`src/rtl/uart_rx_cfg.sv`:
```
// Oversampled UART receiver with 2-flop input synchroniser, 3-sample majority vote,
// start-glitch rejection and parity / framing / break reporting.
`timescale 1ns/1ps
module uart_rx_cfg #(
  parameter int unsigned DBIT      = 8,
  parameter int unsigned OVS       = 16,
  parameter int unsigned PARITY    = 0,
  parameter int unsigned STOP_BITS = 1
) (
  input  logic            clk,
  input  logic            reset,
  input  logic            rx,
  input  logic            s_tick,
  output logic [DBIT-1:0] dout,
  output logic            rx_done_tick,
  output logic            parity_err,
  output logic            frame_err,
  output logic            break_det,
  output logic            busy
);

  localparam int unsigned   SW          = $clog2(OVS);
  localparam int unsigned   NW          = $clog2(DBIT);
  localparam logic [SW-1:0] S_SMP0      = SW'(OVS / 32'd2 - 32'd1);
  localparam logic [SW-1:0] S_SMP1      = SW'(OVS / 32'd2);
  localparam logic [SW-1:0] S_VOTE      = SW'(OVS / 32'd2 + 32'd1);
  localparam logic [SW-1:0] S_LAST      = SW'(OVS - 32'd1);
  localparam logic [NW-1:0] N_LAST      = NW'(DBIT - 32'd1);
  localparam logic [NW-1:0] N_STOP_LAST = NW'(STOP_BITS - 32'd1);
  localparam logic          PAR_EN      = (PARITY != 32'd0);
  localparam logic          PAR_ODD     = (PARITY == 32'd2);

  typedef enum logic [2:0] {
    ST_IDLE, ST_START, ST_DATA, ST_PARITY, ST_STOP, ST_BREAK
  } state_t;

  function automatic logic maj3(input logic a, input logic b, input logic c);
    return (a & b) | (a & c) | (b & c);
  endfunction

  state_t          state_q, state_d;
  logic            rx_meta_q, rx_meta_d, rx_s_q, rx_s_d;
  logic [SW-1:0]   s_q, s_d;
  logic [NW-1:0]   n_q, n_d;
  logic            smp0_q, smp0_d, smp1_q, smp1_d, bit_q, bit_d;
  logic [DBIT-1:0] shreg_q, shreg_d, dout_q, dout_d;
  logic            par_bit_q, par_bit_d, perr_pend_q, perr_pend_d, ferr_pend_q, ferr_pend_d;
  logic            done_q, done_d, perr_q, perr_d, ferr_q, ferr_d, brk_q, brk_d, busy_q, busy_d;
  logic            vote, ev_vote, ev_last, in_frame, is_break;

  // Next-state and datapath for the receiver
  always_comb begin
    state_d     = state_q;
    rx_meta_d   = rx;
    rx_s_d      = rx_meta_q;
    s_d         = s_q;
    n_d         = n_q;
    smp0_d      = smp0_q;
    smp1_d      = smp1_q;
    bit_d       = bit_q;
    shreg_d     = shreg_q;
    dout_d      = dout_q;
    par_bit_d   = par_bit_q;
    perr_pend_d = perr_pend_q;
    ferr_pend_d = ferr_pend_q;
    done_d      = 1'b0;
    perr_d      = perr_q;
    ferr_d      = ferr_q;
    brk_d       = brk_q;

    in_frame = (state_q == ST_START) || (state_q == ST_DATA) ||
               (state_q == ST_PARITY) || (state_q == ST_STOP);
    vote     = maj3(smp0_q, smp1_q, rx_s_q);
    ev_vote  = in_frame && s_tick && (s_q == S_VOTE);
    ev_last  = in_frame && s_tick && (s_q == S_LAST);
    is_break = (n_q == '0) && (shreg_q == '0) && !par_bit_q && !vote;

    if (in_frame && s_tick) begin
      s_d = (s_q == S_LAST) ? '0 : s_q + SW'(1);
      case (s_q)
        S_SMP0:  smp0_d = rx_s_q;
        S_SMP1:  smp1_d = rx_s_q;
        default: smp0_d = smp0_q;
      endcase
    end else begin
      s_d = s_q;
    end

    case (state_q)
      ST_IDLE: begin
        if (!rx_s_q) begin
          state_d     = ST_START;
          s_d         = '0;
          n_d         = '0;
          par_bit_d   = 1'b0;
          perr_pend_d = 1'b0;
          ferr_pend_d = 1'b0;
        end else begin
          state_d = ST_IDLE;
        end
      end
      ST_START: begin
        // A start bit that votes high mid-bit was only a glitch
        if (ev_vote && vote) begin
          state_d = ST_IDLE;
          s_d     = '0;
        end else if (ev_last) begin
          state_d = ST_DATA;
        end else begin
          state_d = ST_START;
        end
      end
      ST_DATA: begin
        if (ev_vote) begin
          bit_d = vote;
        end else if (ev_last) begin
          shreg_d = {bit_q, shreg_q[DBIT-1:1]};
          n_d     = (n_q == N_LAST) ? '0 : n_q + NW'(1);
          state_d = (n_q != N_LAST) ? ST_DATA : (PAR_EN ? ST_PARITY : ST_STOP);
        end else begin
          bit_d = bit_q;
        end
      end
      ST_PARITY: begin
        if (ev_vote) begin
          par_bit_d   = vote;
          perr_pend_d = ((^shreg_q) ^ vote) != PAR_ODD;
        end else if (ev_last) begin
          state_d = ST_STOP;
        end else begin
          state_d = ST_PARITY;
        end
      end
      ST_STOP: begin
        // Frames end mid-way through the last stop bit so back-to-back starts are caught
        if (ev_vote) begin
          if (is_break) begin
            state_d = ST_BREAK;
            done_d  = 1'b1;
            dout_d  = '0;
            perr_d  = perr_pend_q;
            ferr_d  = 1'b1;
            brk_d   = 1'b1;
            s_d     = '0;
            n_d     = '0;
          end else if (n_q == N_STOP_LAST) begin
            state_d = ST_IDLE;
            done_d  = 1'b1;
            dout_d  = shreg_q;
            perr_d  = perr_pend_q;
            ferr_d  = ferr_pend_q | ~vote;
            brk_d   = 1'b0;
            s_d     = '0;
            n_d     = '0;
          end else begin
            ferr_pend_d = ferr_pend_q | ~vote;
          end
        end else if (ev_last) begin
          n_d = n_q + NW'(1);
        end else begin
          n_d = n_q;
        end
      end
      ST_BREAK: state_d = rx_s_q ? ST_IDLE : ST_BREAK;
      default:  state_d = ST_IDLE;
    endcase

    busy_d = (state_d != ST_IDLE);
  end

  // State, synchroniser and registered outputs
  always_ff @(posedge clk or negedge reset) begin
    if (!reset) begin
      state_q     <= ST_IDLE;
      rx_meta_q   <= 1'b1;
      rx_s_q      <= 1'b1;
      s_q         <= '0;
      n_q         <= '0;
      smp0_q      <= 1'b0;
      smp1_q      <= 1'b0;
      bit_q       <= 1'b0;
      shreg_q     <= '0;
      dout_q      <= '0;
      par_bit_q   <= 1'b0;
      perr_pend_q <= 1'b0;
      ferr_pend_q <= 1'b0;
      done_q      <= 1'b0;
      perr_q      <= 1'b0;
      ferr_q      <= 1'b0;
      brk_q       <= 1'b0;
      busy_q      <= 1'b0;
    end else begin
      state_q     <= state_d;
      rx_meta_q   <= rx_meta_d;
      rx_s_q      <= rx_s_d;
      s_q         <= s_d;
      n_q         <= n_d;
      smp0_q      <= smp0_d;
      smp1_q      <= smp1_d;
      bit_q       <= bit_d;
      shreg_q     <= shreg_d;
      dout_q      <= dout_d;
      par_bit_q   <= par_bit_d;
      perr_pend_q <= perr_pend_d;
      ferr_pend_q <= ferr_pend_d;
      done_q      <= done_d;
      perr_q      <= perr_d;
      ferr_q      <= ferr_d;
      brk_q       <= brk_d;
      busy_q      <= busy_d;
    end
  end

  assign dout         = dout_q;
  assign rx_done_tick = done_q;
  assign parity_err   = perr_q;
  assign frame_err    = ferr_q;
  assign break_det    = brk_q;
  assign busy         = busy_q;

endmodule

```
`config.mk`:
```
export PLATFORM = sky130hd
export DESIGN_NAME = uart_rx_cfg
export DESIGN_NICKNAME = d
export VERILOG_FILES = /design/src/rtl/uart_rx_cfg.sv
export SDC_FILE = /design/constraint.sdc
export NUM_CORES = 1
export LEC_CHECK = 0
export ABC_CLOCK_PERIOD_IN_PS = 2300
export CAP_MARGIN = 20
export CORE_UTILIZATION = 40
export CTS_CLUSTER_DIAMETER = 50
export DETAILED_ROUTE_END_ITERATION = 7
export PLACE_DENSITY = 0.7
export SETUP_SLACK_MARGIN = 0.1
export SKIP_CTS_REPAIR_TIMING = 1
export SLEW_MARGIN = 20
export SYNTH_ARGS = -nofsm -noshare
export SYNTH_HDL_FRONTEND = slang
export SYNTH_SLANG_ARGS = --single-unit
```
`constraint.sdc`:
```
create_clock -name clk -period 2.3 [get_ports clk]
set_input_delay 0.46 -clock clk [delete_from_list [all_inputs] [get_ports clk]]
set_output_delay 0.46 -clock clk [all_outputs]
set_load 0.01 [all_outputs]
```
# [Yosys cells after proc, flatten, opt, wreduce, memory -nomap -nowiden]
# Index checks and enable logic that the tools add are counted.
[word_totals] register_bits=39 word_cells=129 input_bits=4 out_inout_bits=13
[classes] muxes=51 addsub=2 n_eq_ne=20 n_bitwise=9 n_reduce_logical=29
[op_table] operator="$mux 3" count=17
[op_table] operator="$mux 4" count=7
[op_table] operator="$pmux 3 s6" count=1
[op_table] operator="$mux 1" count=17
[op_table] operator="$mux 8" count=2
[op_table] operator="$ne 2x2->1 const B" count=7
[op_table] operator="$eq 4x4->1 const B" count=3
[op_table] operator="$pmux 4 s3" count=1
[op_table] operator="$eq 3x3->1 const B" count=3
[op_table] operator="$pmux 3 s3" count=1
[op_table] operator="$reduce_and 3->1" count=3
[op_table] operator="$logic_not 8->1" count=1
[op_table] operator="$reduce_xor 8->1" count=1
[op_table] operator="$logic_and 1x1->1" count=7
[op_table] operator="$eq 3x2->1 const B" count=2
[op_table] operator="$logic_not 3->1" count=2
[op_table] operator="$ne 3x3->1 const B" count=2
[op_table] operator="$pmux 1 s2" count=3
[op_table] operator="$reduce_and 2->1" count=3
[op_table] operator="$reduce_and 6->1" count=1
[op_table] operator="$reduce_bool 2->1" count=3
[op_table] operator="$reduce_bool 3->1" count=2
[op_table] operator="$reduce_and 5->1" count=1
[op_table] operator="$add 4x1->4 const B" count=1
[op_table] operator="11 further kinds" count=20

# [Logic depth before layout (Yosys ltp)]
[depth] word_depth=10 mapped_depth=8 depth_no_buf=6

# [Least setup slack after synthesis]
# Ideal clock, no wire load.
[synth_timing] path_kind="register -> register" from="reg n_q[0]" to="reg busy_q, in the netlist busy" required_time_ns=2.169 t_arrival_ns=1.799 setup_slack_ns=0.370 path_buffers=0 path_stages_with_launch=7 setup_ns=0.131 period_less_slack_ns=1.930 path_cell_list="dfrtp_1 -> ha_1 -> ha_1 -> or2_1 -> a32o_1 -> a211o_1 -> or3_1"
[synth_via] elab_chain_len=8 word_cells_on_any_way=13 classes_between="eq/ne: 1; mux: 7; reduce/logical: 5"
[synth_lines] element="start, declared" line="44" rtl="logic [NW-1:0] n_q, n_d;"
[synth_lines] element="start signal, assigned" line="197" rtl="n_q <= n_d;"
[synth_lines] element="$logic_not 3->1" line="76, 146"
[synth_lines] element="$logic_and 1x1->1 (3 in a row)" line="76" rtl="is_break = (n_q == '0) && (shreg_q == '0) && !par_bit_q && !vote;"
[synth_lines] element="$mux 3" line="137" rtl="if (is_break) begin"
[synth_lines] element="$mux 3" line="136" rtl="if (ev_vote) begin"
[synth_lines] element="$pmux 3 s6 *" line="89" rtl="case (state_q)"
[synth_lines] element="named net state_d[2]" line="41" rtl="state_t state_q, state_d;"
[synth_lines] element="$reduce_bool 3->1 *" line="168" rtl="busy_d = (state_d != ST_IDLE);"
[synth_lines] element="named net busy_d" line="48" rtl="logic done_q, done_d, perr_q, perr_d, ferr_q, ferr_d, brk_q, brk_d, busy_q, busy_d;"
[synth_lines] element="end signal, assigned" line="210" rtl="busy_q <= busy_d;"
[synth_lines] element="end, declared" line="48"
# The timed path passes the listed nets; every way through them passes the cells marked *.
# A chain may end at the register's enable or synchronous reset.

# [Worst setup path in the final report]
[layout_timing] from="reg s_q[0]" to="reg busy_q, in the netlist busy"
[layout_via] elab_chain_len=6 word_cells_on_any_way=14 classes_between="eq/ne: 2; mux: 8; reduce/logical: 4"
[layout_lines] element="start, declared" line="43" rtl="logic [SW-1:0] s_q, s_d;"
[layout_lines] element="start signal, assigned" line="177" rtl="s_q <= '0;"
[layout_lines] element="start signal, assigned" line="196" rtl="s_q <= s_d;"
[layout_lines] element="$eq 4x4->1" line="75" rtl="ev_last = in_frame && s_tick && (s_q == S_LAST);"
[layout_lines] element="$logic_and 1x1->1" line="75"
[layout_lines] element="$mux 3, on equally long branches" line="128, 116"
[layout_lines] element="$mux 3, on equally long branches" line="125, 114"
[layout_lines] element="$pmux 3 s6 *" line="89"
[layout_lines] element="named net state_d[2]" line="41"
[layout_lines] element="$reduce_bool 3->1 *" line="168"
[layout_lines] element="named net busy_d" line="48"
# Marked as above.

==> impl_metrics.py <==
metrics = {
    "synth": {
        "seq_area_frac_synth": 0.477,
        "synth_common_cells": "37 x dfrtp_1, 16 x inv_1, 13 x mux2i_1",
        "syn_nets": 190,
        "yosys_register_bits": 39,
        "synth.distinct_cells": 49,
        "avgSynthCellArea_sq_um": 11.6,
        "yosysWarnings": 0,
        "synth_top_area_share": 0.452,
        "syn_area_sq_mm": 0.00205,
        "synthTopCellsByArea": "dfrtp_1 45%, mux2i_1 6.3%, ha_1 6.1%",
        "ys_async_sr_fraction": 1.00,
        "synth_most_common_cell": "dfrtp_1",
        "synth_cells": 176,
        "post-synth-top-area-cell": "dfrtp_1",
        "synth_edf_count": 0,
        "synth-main-ff-cell": "dfrtp_1",
    },
    "global_route": {
        "antenna_found_initial": 0,
        "grt_pass1_wl_um": 6200,
        "first_global_vias": 1310,
        "grt_overflow_total": 0,
        "track_usage": 0.154,
        "grt_max_degree": 17,
    },
    "critical_path": {
        "end_kind": "flop",
        "critPathCapture": "busy",
        "start_kind": "flop",
        "critical_path_peak_fanout": 7,
        "r2r_end": "busy",
        "r2r.worst_path.cells": 5,
        "r2r_start": "s_q[0]",
        "crit_start": "s_q[0]",
        "cp_data_required_time_ns": 2.48,
        "r2r_slack_ns": 0.24,
        "cp.arrival_ns": 2.23,
        "critPathKind": "reg -> reg",
    },
    "power": {
        "p_leak_nw": 1.18,
        "powerDensity_mw_per_mm2": 734,
        "vdd_ir_drop_max_v": 0.000407,
    },
    "floorplanning": {
        "die_w_um": 73.6,
        "start_util": 0.425,
        "die_area_sq_mm": 0.00541,
        "ios": 17,
        "num_rows": 25,
        "fp.dieH_um": 73.6,
        "core_sq_mm": 0.00482,
    },
    "placement": {
        "gp_congestion": 0.846,
        "dpl_cell_area_sq_mm": 0.00232,
        "dpl.hpwl_um": 2640,
        "portBuffers": 16,
    },
    "timing": {
        "fmax_mhz": 486,
        "setup_viol": 0,
        "fin_crit_ns": 2.06,
        "final_max_slew_viol_count": 0,
        "relSlewSlack": 0.688,
        "rsz0062_at_grt": "false",
        "worst_pin_slew_ns": 0.467,
        "finClkSkew_ns": 0.00305,
        "hold_viol": 0,
        "tns_ns": 0,
        "finalCritPeriodShare": 0.895,
    },
    "clocking": {
        "cts_buffers": 5,
        "clock_latency_ns": 0.29,
        "cts_sinks": 39,
        "clk_pin_slew_ns": 0.08,
        "cts_tree": "done",
        "root_buffer": "clkbuf_8",
        "clock_path_buffers": 2,
        "htree_levels": 2,
    },
    "detailed_routing": {
        "routed_wl_um": 3600,
        "first_pass_iters": 4,
        "viasPerCell": 5.20,
        "vias": 1408,
        "wl_per_cell_um": 13.3,
        "drtIter0Drc": 51,
        "ant_nets": 0,
        "drc": 0,
    },
    "outcome": {
        "status": "complete, no violations",
    },
    "cells_and_area": {
        "drive_gt1_frac": 0.176,
        "fill_cells": 454,
        "final_area_sq_mm": 0.00241,
        "multi_input_area_sq_um": 958,
        "regArea_sq_um": 978,
        "antenna_cells": 0,
        "nets": 217,
        "area_growth_pct": 17.5,
    },
    "hold_path": {
        "hold_path.class": "in -> async",
    },
    "flow_run": {
        "max-cap-violations": 0,
    },
}
-- worst min-delay path by stage --
stage | startpoint | to | slack, ns | cells after the start
6_report | reset | s_q[1] | 0.07 | 1
5_1_grt | reset | n_q[1] | 0.09 | 1
4_1_cts | reset | n_q[1] | 0.08 | 1
3_5_place_dp | rx_meta_q | rx_s_q | 0.35 | 0
3_3_place_gp | rx_meta_q | rx_s_q | 0.35 | 0
2_1_floorplan | reset | bit_q | 0.16 | 0
-- metal layers --
| layer | GRT usage | routed length, um |
|---|---|---|
| met2 | 0.241 | 1690 |
| met3 | 0.0370 | 120 |
| met5 | 0 | 0 |
| met4 | 0.0726 | 73 |
| met1 | 0.201 | 1720 |
-- where the power goes --
group / switching, W / total, W / leakage (nW) / internal, W
Sequential: 0.0000881 / 0.000841 / 0.489 / 0.000753
Clock: 0.000248 / 0.000459 / 0.0402 / 0.000211
Combinational: 0.000243 / 0.000468 / 0.647 / 0.000225
Total: 0.000579 / 0.00177 / 1.18 / 0.00119
-- sequential cells by signal, summed over array words and instances (netlist names), 3 cells and up --
name and cells:
s_q 4, state_q 3, dout 8, n_q 3, shreg_q 8
-- cells by family (layout without fill, tap and decap cells) --
logic type	after synthesis	in the layout	synth area share
simple gates	46	46	0.150
buf+inv	23	51	0.0549
xor+xnor	6	6	0.0256
flops	39	39	0.477
compound gates	31	31	0.121
fa+ha+maj	11	11	0.0665
mux	20	20	0.104
-- worst max-delay path: stages (launching register included) --
cell,delay [ns]
dfrtp_1,0.45
ha_1,0.29
and4_1,0.29
a32o_1,0.27
a211o_1,0.29
or3_1,0.37
-- per-stage QoR --
stage / hold WS [ns] / total power (W) / utilization / setup slack [ns] / instances
6_report: 0.0682 / 0.00177 / 0.500 / 0.242 / 271
5_1_grt: 0.0946 / 0.00188 / 0.500 / 0.137 / 271
4_1_cts: 0.0793 / 0.00179 / 0.500 / 0.249 / 271
3_5_place_dp: 0.352 / 0.00132 / 0.481 / 0.0344 / 263
3_3_place_gp: 0.346 / 0.00132 / 0.481 / 0.0685 / 263
2_1_floorplan: 0.164 / 0.00118 / - / 0.370 / 176
-- cells in the final DEF (no fill, tap or decap), drive strengths merged, types with 3 or more instances in the layout --
master         count
nand2              6
mux2               7
xnor2              6
nand2b             4
nor3b              3
a22o               8
nor2b              3
inv               16
nor2               8
buf               12
clkbuf             5
nand3b             5
ha                10
dfrtp             37
a21oi              5
mux2i             13
clkdlybuf4s50     15
-- final cells by class --
class                   count  share of cell area
clock buffers               5              0.0286
clock inverters             3             0.00832
inverters                  16              0.0249
multi-input cells         114               0.398
flip-flops and latches     39               0.406
well taps                  67              0.0348
repair buffers             27              0.0988
(Power assumes the default switching activity.)
